--- src/rtl/uart_spi_bridge_if.sv ---
// SPI bus bundle for uart_spi_bridge.
// Signals:
//   spi_clk   SPI clock (idle level set by the bridge's Cpol parameter)
//   spi_mosi  data from the bridge to the device, MSB first
//   spi_csb   active-low chip select
//   spi_miso  data from the device (only when UART_SPI_MISO_EN is defined)
// Modports: master = bridge side, slave = device side.
interface uart_spi_bridge_if;
  logic spi_clk;
  logic spi_mosi;
  logic spi_csb;
`ifdef UART_SPI_MISO_EN
  logic spi_miso;
  modport master (output spi_clk, output spi_mosi, output spi_csb, input spi_miso);
  modport slave  (input spi_clk, input spi_mosi, input spi_csb, output spi_miso);
`else
  modport master (output spi_clk, output spi_mosi, output spi_csb);
  modport slave  (input spi_clk, input spi_mosi, input spi_csb);
`endif
endinterface

--- src/rtl/uart_spi_bridge.sv ---
// UART-to-SPI loader bridge: receives 8N1 UART bytes, assembles them into
// DataWidth-bit words, queues the words in a FIFO and replays each word as one
// SPI master transfer (MSB first).
// Ports:
//   clk_i        system clock
//   rst_i        synchronous active-high reset
//   rx_i         UART RX (asynchronous, idle high)
//   lsb_i        1: first byte -> word[7:0]; 0: first byte -> word MSB byte
//   spi          SPI bus (uart_spi_bridge_if.master)
//   fifo_full_o  FIFO holds FifoDepth words
//   busy_o       SPI FSM active or FIFO non-empty
//   overflow_o   sticky, a word was dropped on a full FIFO
//   frame_err_o  one-cycle pulse on a bad stop bit
//   rdata_o      last word read back on MISO (UART_SPI_MISO_EN only)
//   rvalid_o     one-cycle pulse when rdata_o updates (UART_SPI_MISO_EN only)
// Optional feature macro: UART_SPI_MISO_EN adds MISO capture and read-back.
//
// UART FSM
//   state   | meaning
//   U_IDLE  | waiting for falling edge on synchronised rx
//   U_START | waiting to mid start bit, rejects glitches
//   U_DATA  | sampling 8 data bits LSB first at mid-bit
//   U_STOP  | sampling stop bit, good byte or frame error
// SPI FSM
//   state   | meaning
//   S_IDLE  | csb high, pops a word once the csb-high gap has elapsed
//   S_SETUP | csb low, MSB on mosi, SpiDiv cycles before first edge
//   S_SHIFT | DataWidth leading/trailing sclk half-periods
//   S_HOLD  | csb still low SpiDiv cycles after last trailing edge
module uart_spi_bridge #(
  parameter int unsigned DataWidth    = 32,
  parameter int unsigned ClocksPerBit = 217,
  parameter int unsigned FifoDepth    = 4,
  parameter int unsigned SpiDiv       = 1,
  parameter bit          Cpol         = 1'b0,
  parameter int unsigned TimeoutClks  = 4096
) (
  input  logic               clk_i,
  input  logic               rst_i,
  input  logic               rx_i,
  input  logic               lsb_i,
  uart_spi_bridge_if.master  spi,
  output logic               fifo_full_o,
  output logic               busy_o,
  output logic               overflow_o,
  output logic               frame_err_o
`ifdef UART_SPI_MISO_EN
  ,
  output logic [DataWidth-1:0] rdata_o,
  output logic                 rvalid_o
`endif
);
  localparam int unsigned NumBytes = DataWidth / 8;
  localparam int unsigned BcW      = (NumBytes > 1) ? $clog2(NumBytes) : 1;
  localparam int unsigned CbW      = $clog2(ClocksPerBit);
  localparam int unsigned AddrW    = $clog2(FifoDepth);
  localparam int unsigned DivW     = (SpiDiv > 1) ? $clog2(SpiDiv) : 1;
  localparam int unsigned BitW     = $clog2(DataWidth);
  localparam int unsigned ToW      = $clog2(TimeoutClks + 1);
  localparam logic [BcW-1:0] LastByte = BcW'(NumBytes - 1);

  // ---------------- UART receiver ----------------
  typedef enum logic [1:0] {U_IDLE, U_START, U_DATA, U_STOP} uart_state_e;
  uart_state_e    u_state_q, u_state_d;
  logic           rx_s1_q, rx_s2_q, rx_s3_q;
  logic [CbW-1:0] u_cnt_q, u_cnt_d;
  logic [2:0]     u_bit_q, u_bit_d;
  logic [7:0]     u_byte_q, u_byte_d;
  logic           byte_ok, frame_err, frame_err_q;

  always_ff @(posedge clk_i) begin
    if (rst_i) begin
      rx_s1_q     <= 1'b1;
      rx_s2_q     <= 1'b1;
      rx_s3_q     <= 1'b1;
      u_state_q   <= U_IDLE;
      u_cnt_q     <= '0;
      u_bit_q     <= '0;
      u_byte_q    <= '0;
      frame_err_q <= 1'b0;
    end else begin
      rx_s1_q     <= rx_i;
      rx_s2_q     <= rx_s1_q;
      rx_s3_q     <= rx_s2_q;
      u_state_q   <= u_state_d;
      u_cnt_q     <= u_cnt_d;
      u_bit_q     <= u_bit_d;
      u_byte_q    <= u_byte_d;
      frame_err_q <= frame_err;
    end
  end

  always_comb begin
    u_state_d = u_state_q;
    u_cnt_d   = u_cnt_q - 1'b1;
    u_bit_d   = u_bit_q;
    u_byte_d  = u_byte_q;
    byte_ok   = 1'b0;
    frame_err = 1'b0;
    unique case (u_state_q)
      U_IDLE: begin
        u_cnt_d = CbW'(ClocksPerBit / 2 - 1);
        if (rx_s3_q && !rx_s2_q) u_state_d = U_START;
      end
      U_START: if (u_cnt_q == '0) begin
        u_cnt_d   = CbW'(ClocksPerBit - 1);
        u_bit_d   = '0;
        u_state_d = rx_s2_q ? U_IDLE : U_DATA;
      end
      U_DATA: if (u_cnt_q == '0) begin
        u_cnt_d  = CbW'(ClocksPerBit - 1);
        u_byte_d = {rx_s2_q, u_byte_q[7:1]};
        u_bit_d  = u_bit_q + 1'b1;
        if (u_bit_q == 3'd7) u_state_d = U_STOP;
      end
      U_STOP: if (u_cnt_q == '0) begin
        u_state_d = U_IDLE;
        byte_ok   = rx_s2_q;
        frame_err = !rx_s2_q;
      end
      default: u_state_d = U_IDLE;
    endcase
  end

  // ---------------- word assembly + partial-word timeout ----------------
  logic [BcW-1:0]       byte_cnt_q, msb_idx;
  logic [DataWidth-1:0] word_q, word_next;
  logic [ToW-1:0]       to_cnt_q;
  logic                 word_done;

  assign msb_idx   = LastByte - byte_cnt_q;
  assign word_done = byte_ok && (byte_cnt_q == LastByte);

  always_comb begin
    word_next = word_q;
    if (lsb_i) word_next[{byte_cnt_q, 3'b000} +: 8] = u_byte_q;
    else       word_next[{msb_idx, 3'b000} +: 8]    = u_byte_q;
  end

  always_ff @(posedge clk_i) begin
    if (rst_i) begin
      byte_cnt_q <= '0;
      word_q     <= '0;
      to_cnt_q   <= '0;
    end else if (byte_ok) begin
      word_q     <= word_next;
      byte_cnt_q <= word_done ? '0 : byte_cnt_q + 1'b1;
      to_cnt_q   <= ToW'(TimeoutClks - 1);
    end else if (byte_cnt_q != '0) begin
      if (to_cnt_q == '0) byte_cnt_q <= '0;
      else                to_cnt_q   <= to_cnt_q - 1'b1;
    end
  end

  // ---------------- word FIFO ----------------
  logic [DataWidth-1:0] fifo_mem [FifoDepth];
  logic [AddrW-1:0]     wr_ptr_q, rd_ptr_q;
  logic [AddrW:0]       count_q;
  logic                 push, pop, overflow_q;

  assign fifo_full_o = (count_q == (AddrW + 1)'(FifoDepth));
  // a full FIFO still accepts a word when the SPI side pops in the same cycle
  assign push = word_done && (!fifo_full_o || pop);

  always_ff @(posedge clk_i) begin
    if (push) fifo_mem[wr_ptr_q] <= word_next;
  end

  always_ff @(posedge clk_i) begin
    if (rst_i) begin
      wr_ptr_q   <= '0;
      rd_ptr_q   <= '0;
      count_q    <= '0;
      overflow_q <= 1'b0;
    end else begin
      if (push) wr_ptr_q <= wr_ptr_q + 1'b1;
      if (pop)  rd_ptr_q <= rd_ptr_q + 1'b1;
      if (push && !pop)      count_q <= count_q + 1'b1;
      else if (pop && !push) count_q <= count_q - 1'b1;
      if (word_done && !push) overflow_q <= 1'b1;
    end
  end

  // ---------------- SPI master ----------------
  typedef enum logic [1:0] {S_IDLE, S_SETUP, S_SHIFT, S_HOLD} spi_state_e;
  spi_state_e           s_state_q, s_state_d;
  logic [DivW-1:0]      div_q, div_d, gap_q, gap_d;
  logic [BitW-1:0]      bit_q, bit_d;
  logic [DataWidth-1:0] sh_q, sh_d;
  logic                 sclk_q, sclk_d, csb_q, csb_d;

  always_ff @(posedge clk_i) begin
    if (rst_i) begin
      s_state_q <= S_IDLE;
      div_q     <= '0;
      gap_q     <= '0;
      bit_q     <= '0;
      sh_q      <= '0;
      sclk_q    <= Cpol;
      csb_q     <= 1'b1;
    end else begin
      s_state_q <= s_state_d;
      div_q     <= div_d;
      gap_q     <= gap_d;
      bit_q     <= bit_d;
      sh_q      <= sh_d;
      sclk_q    <= sclk_d;
      csb_q     <= csb_d;
    end
  end

  always_comb begin
    s_state_d = s_state_q;
    div_d     = (div_q != '0) ? div_q - 1'b1 : div_q;
    gap_d     = (gap_q != '0) ? gap_q - 1'b1 : gap_q;
    bit_d     = bit_q;
    sh_d      = sh_q;
    sclk_d    = sclk_q;
    csb_d     = csb_q;
    pop       = 1'b0;
    unique case (s_state_q)
      S_IDLE: if (gap_q == '0 && count_q != '0) begin
        pop       = 1'b1;
        sh_d      = fifo_mem[rd_ptr_q];
        csb_d     = 1'b0;
        sclk_d    = Cpol;
        div_d     = DivW'(SpiDiv - 1);
        bit_d     = '0;
        s_state_d = S_SETUP;
      end
      S_SETUP: if (div_q == '0) begin
        sclk_d    = ~Cpol;
        div_d     = DivW'(SpiDiv - 1);
        s_state_d = S_SHIFT;
      end
      S_SHIFT: if (div_q == '0) begin
        div_d = DivW'(SpiDiv - 1);
        if (sclk_q != Cpol) begin
          sclk_d = Cpol;
          sh_d   = sh_q << 1;
        end else if (bit_q == BitW'(DataWidth - 1)) begin
          s_state_d = S_HOLD;
        end else begin
          sclk_d = ~Cpol;
          bit_d  = bit_q + 1'b1;
        end
      end
      S_HOLD: if (div_q == '0) begin
        csb_d     = 1'b1;
        gap_d     = DivW'(SpiDiv - 1);
        s_state_d = S_IDLE;
      end
      default: s_state_d = S_IDLE;
    endcase
  end

  assign spi.spi_clk  = sclk_q;
  assign spi.spi_csb  = csb_q;
  assign spi.spi_mosi = sh_q[DataWidth-1];
  assign busy_o       = (s_state_q != S_IDLE) || (count_q != '0);
  assign overflow_o   = overflow_q;
  assign frame_err_o  = frame_err_q;

`ifdef UART_SPI_MISO_EN
  logic [DataWidth-1:0] rx_sh_q, rdata_q;
  logic                 rvalid_q, sample, done;

  // MISO is captured at the same clock that launches each leading sclk edge
  assign sample = (sclk_d != Cpol) && (sclk_q == Cpol);
  assign done   = (s_state_q == S_SHIFT) && (s_state_d == S_HOLD);

  always_ff @(posedge clk_i) begin
    if (rst_i) begin
      rx_sh_q  <= '0;
      rdata_q  <= '0;
      rvalid_q <= 1'b0;
    end else begin
      rvalid_q <= done;
      if (sample) rx_sh_q <= {rx_sh_q[DataWidth-2:0], spi.spi_miso};
      if (done)   rdata_q <= rx_sh_q;
    end
  end

  assign rdata_o  = rdata_q;
  assign rvalid_o = rvalid_q;
`endif
endmodule

--- src/flat_wrapper.sv ---
// flat-port wrapper written by rule: the top's interface ports become plain ports
module uart_spi_bridge_flat 
#(
  parameter int unsigned DataWidth    = 32,
  parameter int unsigned ClocksPerBit = 217,
  parameter int unsigned FifoDepth    = 4,
  parameter int unsigned SpiDiv       = 1,
  parameter bit          Cpol         = 1'b0,
  parameter int unsigned TimeoutClks  = 4096
)
  (clk_i, rst_i, rx_i, lsb_i, fifo_full_o, busy_o, overflow_o, frame_err_o, spi_spi_clk, spi_spi_mosi, spi_spi_csb);
  uart_spi_bridge_if spi_i ();
  input  logic clk_i;
  input  logic rst_i;
  input  logic rx_i;
  input  logic lsb_i;
  output logic fifo_full_o;
  output logic busy_o;
  output logic overflow_o;
  output logic frame_err_o;
  output wire logic [$bits(spi_i.spi_clk)-1:0] spi_spi_clk;
  output wire logic [$bits(spi_i.spi_mosi)-1:0] spi_spi_mosi;
  output wire logic [$bits(spi_i.spi_csb)-1:0] spi_spi_csb;
  assign spi_spi_clk = spi_i.spi_clk;
  assign spi_spi_mosi = spi_i.spi_mosi;
  assign spi_spi_csb = spi_i.spi_csb;
  uart_spi_bridge #(.DataWidth(DataWidth), .ClocksPerBit(ClocksPerBit), .FifoDepth(FifoDepth), .SpiDiv(SpiDiv), .Cpol(Cpol), .TimeoutClks(TimeoutClks)) u_core (.clk_i(clk_i), .rst_i(rst_i), .rx_i(rx_i), .lsb_i(lsb_i), .spi(spi_i), .fifo_full_o(fifo_full_o), .busy_o(busy_o), .overflow_o(overflow_o), .frame_err_o(frame_err_o));
endmodule
--- config.mk ---
export PLATFORM = sky130hd
export DESIGN_NAME = uart_spi_bridge_flat
export DESIGN_NICKNAME = d
export VERILOG_FILES = /design/src/rtl/uart_spi_bridge_if.sv /design/src/rtl/uart_spi_bridge.sv /design/src/flat_wrapper.sv
export SDC_FILE = /design/constraint.sdc
export NUM_CORES = 1
export LEC_CHECK = 0
export ABC_CLOCK_PERIOD_IN_PS = 3900
export CORE_AREA = 4 4 139 141
export CTS_CLUSTER_SIZE = 14
export DETAILED_ROUTE_END_ITERATION = 7
export DIE_AREA = 0 0 143 145
export GPL_TIMING_DRIVEN = 1
export PLACE_DENSITY = 0.8
export SETUP_SLACK_MARGIN = 0.3
export SLEW_MARGIN = 25
export SYNTH_ARGS = -nofsm -noshare
export SYNTH_HDL_FRONTEND = slang
export SYNTH_SLANG_ARGS = --single-unit
--- constraint.sdc ---
create_clock -name clk_i -period 3.9 [get_ports clk_i]
set_input_delay 0.975 -clock clk_i [delete_from_list [all_inputs] [get_ports clk_i]]
set_output_delay 0.975 -clock clk_i [all_outputs]
set_load 0.1 [all_outputs]
==> results.ini <==
[worst_setup_path]
crit_arrival_ns = 2.26
worstSetupPathType = reg -> out
critical_path.max_fanout = 5
end_kind = output pin
required_ns = 2.92
startpoint_type = register

[yosys]
synthFlopType = edfxtp_1
yosysUniqueCellTypes = 61
syn_inst = 875
yosysTopAreaCell = edfxtp_1
avgSynthCellArea_sq_um = 12.2
synth-edff-count = 128
synth.most_common_cell = edfxtp_1
synth_top_cell_area_share_pct = 36.0
ys_ff_latch = 251
async_flop_share_pct = 0
yosys_warnings = 0
syn-cell-area_sq_um = 10700
ys_top_cells_by_area = edfxtp_1, dfxtp_1, mux4_2
synthesis.nets = 906
seq_area_frac_synth_pct = 59.1
synth_common_cells = edfxtp_1, dfxtp_1, nor2_1

[pwr]
total_leakage_power_nw = 4.21
powerDensity_nw_per_um2 = 558
power_mw = 6.57
ir_drop_mv = 0.430

[detailed_routing]
wl_per_cell_um = 18.8
firstDrtPassIters = 5
totalWireLength_mm = 20.9
ant_nets = 0
vias = 6949
drt-initial-drc-count = 542
vias_per_cell = 6.25
drc_errors = 0

[timing]
tns_ns = 0
rsz0062_at_grt = false
finalCritPeriodShare_pct = 83.0
max_freq_mhz = 309
tightest_slew_ns = 0.974
finalClockSkew_ns = 0.00866
relSlewSlack_pct = 34.9
setup_violations = 0
hold_viol = 0
period_needed_ns = 3.24
slew_viol_final = 0

[cells_and_area]
layout.nets = 897
layout-drive-gt1-share_pct = 11.8
area_delta_synth_final_pct = 10.2
diodes = 0

[placement]
dp.final_hpwl_mm = 12.7
io_buffers = 10
gp_congestion = 0.816

[die]
dieArea_sq_um = 20700
fp.dieW_um = 143
die_y_um = 145
initial_core_util_pct = 59.4
rows = 49
core-area_sq_um = 18000
boundaryPins = 11

[cts]
clk_pin_slew_ns = 0.06
clockBufferDepth = 3
htree_levels = 1
cts_resized = 0
cts_sinks = 251
worst_skew_pair.late_latency_ns = 0.51
hold_buffers = 0
cts_tree = yes
cts_root_buffer = clkbuf_16
postCtsSetupRepairBufs = 0
cts_buffers = 25

[global_route]
overflow = 0
grt_start_max_net_pins = 64
grt_pass1_vias = 6661
antenna_found_initial = 0
grt_use_total_pct = 20.6
grt_pass1_wl_mm = 34.8

[flow_run]
maxCapViolations = 0

[status]
outcome = finished clean

[hold_path]
min_path_type = reg -> reg

[per-layer routing]
metal / part of all wire [%] / track usage [%] / vias up
li1: - / - / 3269
met1: 43 / 28.5 / 3463
met2: 50 / 34.6 / 192
met3: 5.5 / 2.99 / 25
met4: 1.5 / 5.18 / 0
met5: 0 / 0 / -
[per-stage QoR]
step                util [%]  instances  hold slack [ns]  setup WS [ns]  cell area [sq um]
floorplan                  -        875            0.389          0.331              10700
global route            65.5       1112            0.454          0.497              11800
detailed placement      60.8       1068            0.425          0.767              10900
finish                  65.5       1112            0.438          0.665              11800
global placement        60.8       1068            0.398          0.858              10900
CTS                     65.4       1112            0.445          0.686              11800
[cell type report]
class	count	area, sq um
Clock buffer	32	672
Timing Repair Buffer	26	213
Multi-Input combinational cell	532	4020
Fill cell	1287	6200
Clock inverter	12	156
Tap cell	229	287
Sequential cell	251	6310
Inverter	30	113
[worst max-delay path: stages, from the launching register on]
cell and delay, ns:
dfxtp_1 0.34, inv_1 0.10, ha_1 0.23, nor4b_1 0.67, inv_1 0.13, buf_4 0.27
[logic make-up after synthesis]
| logic type | Yosys count | share of synthesized area [%] |
|---|---|---|
| AND/OR/NAND/NOR | 255 | 12.0 |
| flip-flops | 251 | 59.1 |
| XOR/XNOR | 13 | 1.07 |
| adder cells (fa/ha/maj) | 27 | 3.24 |
| multiplexers | 47 | 8.16 |
| buffers and inverters | 92 | 3.45 |
| AO/OA/AOI/OAI | 190 | 13.0 |
[path summary, 6_finish.rpt]
kind / depth (start not counted) / end / start / slack, ns
max: 5 / busy_o / u_core.s_state_q[0]$_SDFFE_PP0P_ / 0.66
min: 1 / u_core.rx_s2_q$_SDFF_PP1_ / u_core.rx_s1_q$_SDFF_PP1_ / 0.44
max reg2reg: 10 / u_core.count_q[2]$_SDFFE_PP0P_ / u_core.u_cnt_q[0]$_SDFF_PP0_ / 0.89
min reg2reg: 1 / u_core.rx_s2_q$_SDFF_PP1_ / u_core.rx_s1_q$_SDFF_PP1_ / 0.44
[sequential cells by signal, summed over array words and instances (netlist names), named ones only]
signal,flops
u_core.spi.spi_csb,1
u_core.byte_cnt_q,2
u_core.rx_s3_q,1
u_core.to_cnt_q,13
u_core.overflow_o,1
u_core.spi.spi_clk,1
u_core.u_byte_q,8
u_core.fifo_mem,128
u_core.u_bit_q,3
u_core.rx_s1_q,1
u_core.rd_ptr_q,2
u_core.frame_err_o,1
u_core.word_q,32
u_core.bit_q,5
u_core.count_q,3
u_core.rx_s2_q,1
u_core.s_state_q,2
u_core.u_cnt_q,8
u_core.u_state_q,1
u_core.wr_ptr_q,2
u_core.sh_q,32
[power by group]
| part | internal (mW) | switching, mW | leakage, nW |
|---|---|---|---|
| Clock | 1.47 | 0.954 | 0.409 |
| Sequential | 2.90 | 0.137 | 2.37 |
| Combinational | 0.410 | 0.687 | 1.43 |
[cell usage in the layout, fill, tap and decap left out, types with 5 or more instances in the layout]
master and instances:
a21o_1 9, a21oi_1 34, a221oi_1 9, a22o_1 24, a311oi_1 33, a31oi_1 17, a32oi_1 16, and2_1 5
buf_4 19, clkbuf_1 5, clkbuf_16 25, clkdlybuf4s50_1 7, clkinv_2 5, dfxtp_1 122, edfxtp_1 128, ha_1 26
inv_1 30, mux2i_1 15, mux4_2 32, nand2_1 79, nand2b_1 7, nor2_1 82, nor2b_1 11, nor3_1 10
nor3b_1 11, o21a_1 9, o21ai_0 16, or3_1 6, or4_1 6, xnor2_1 7, xor2_1 6
Power figures use the tool's default switching activity.
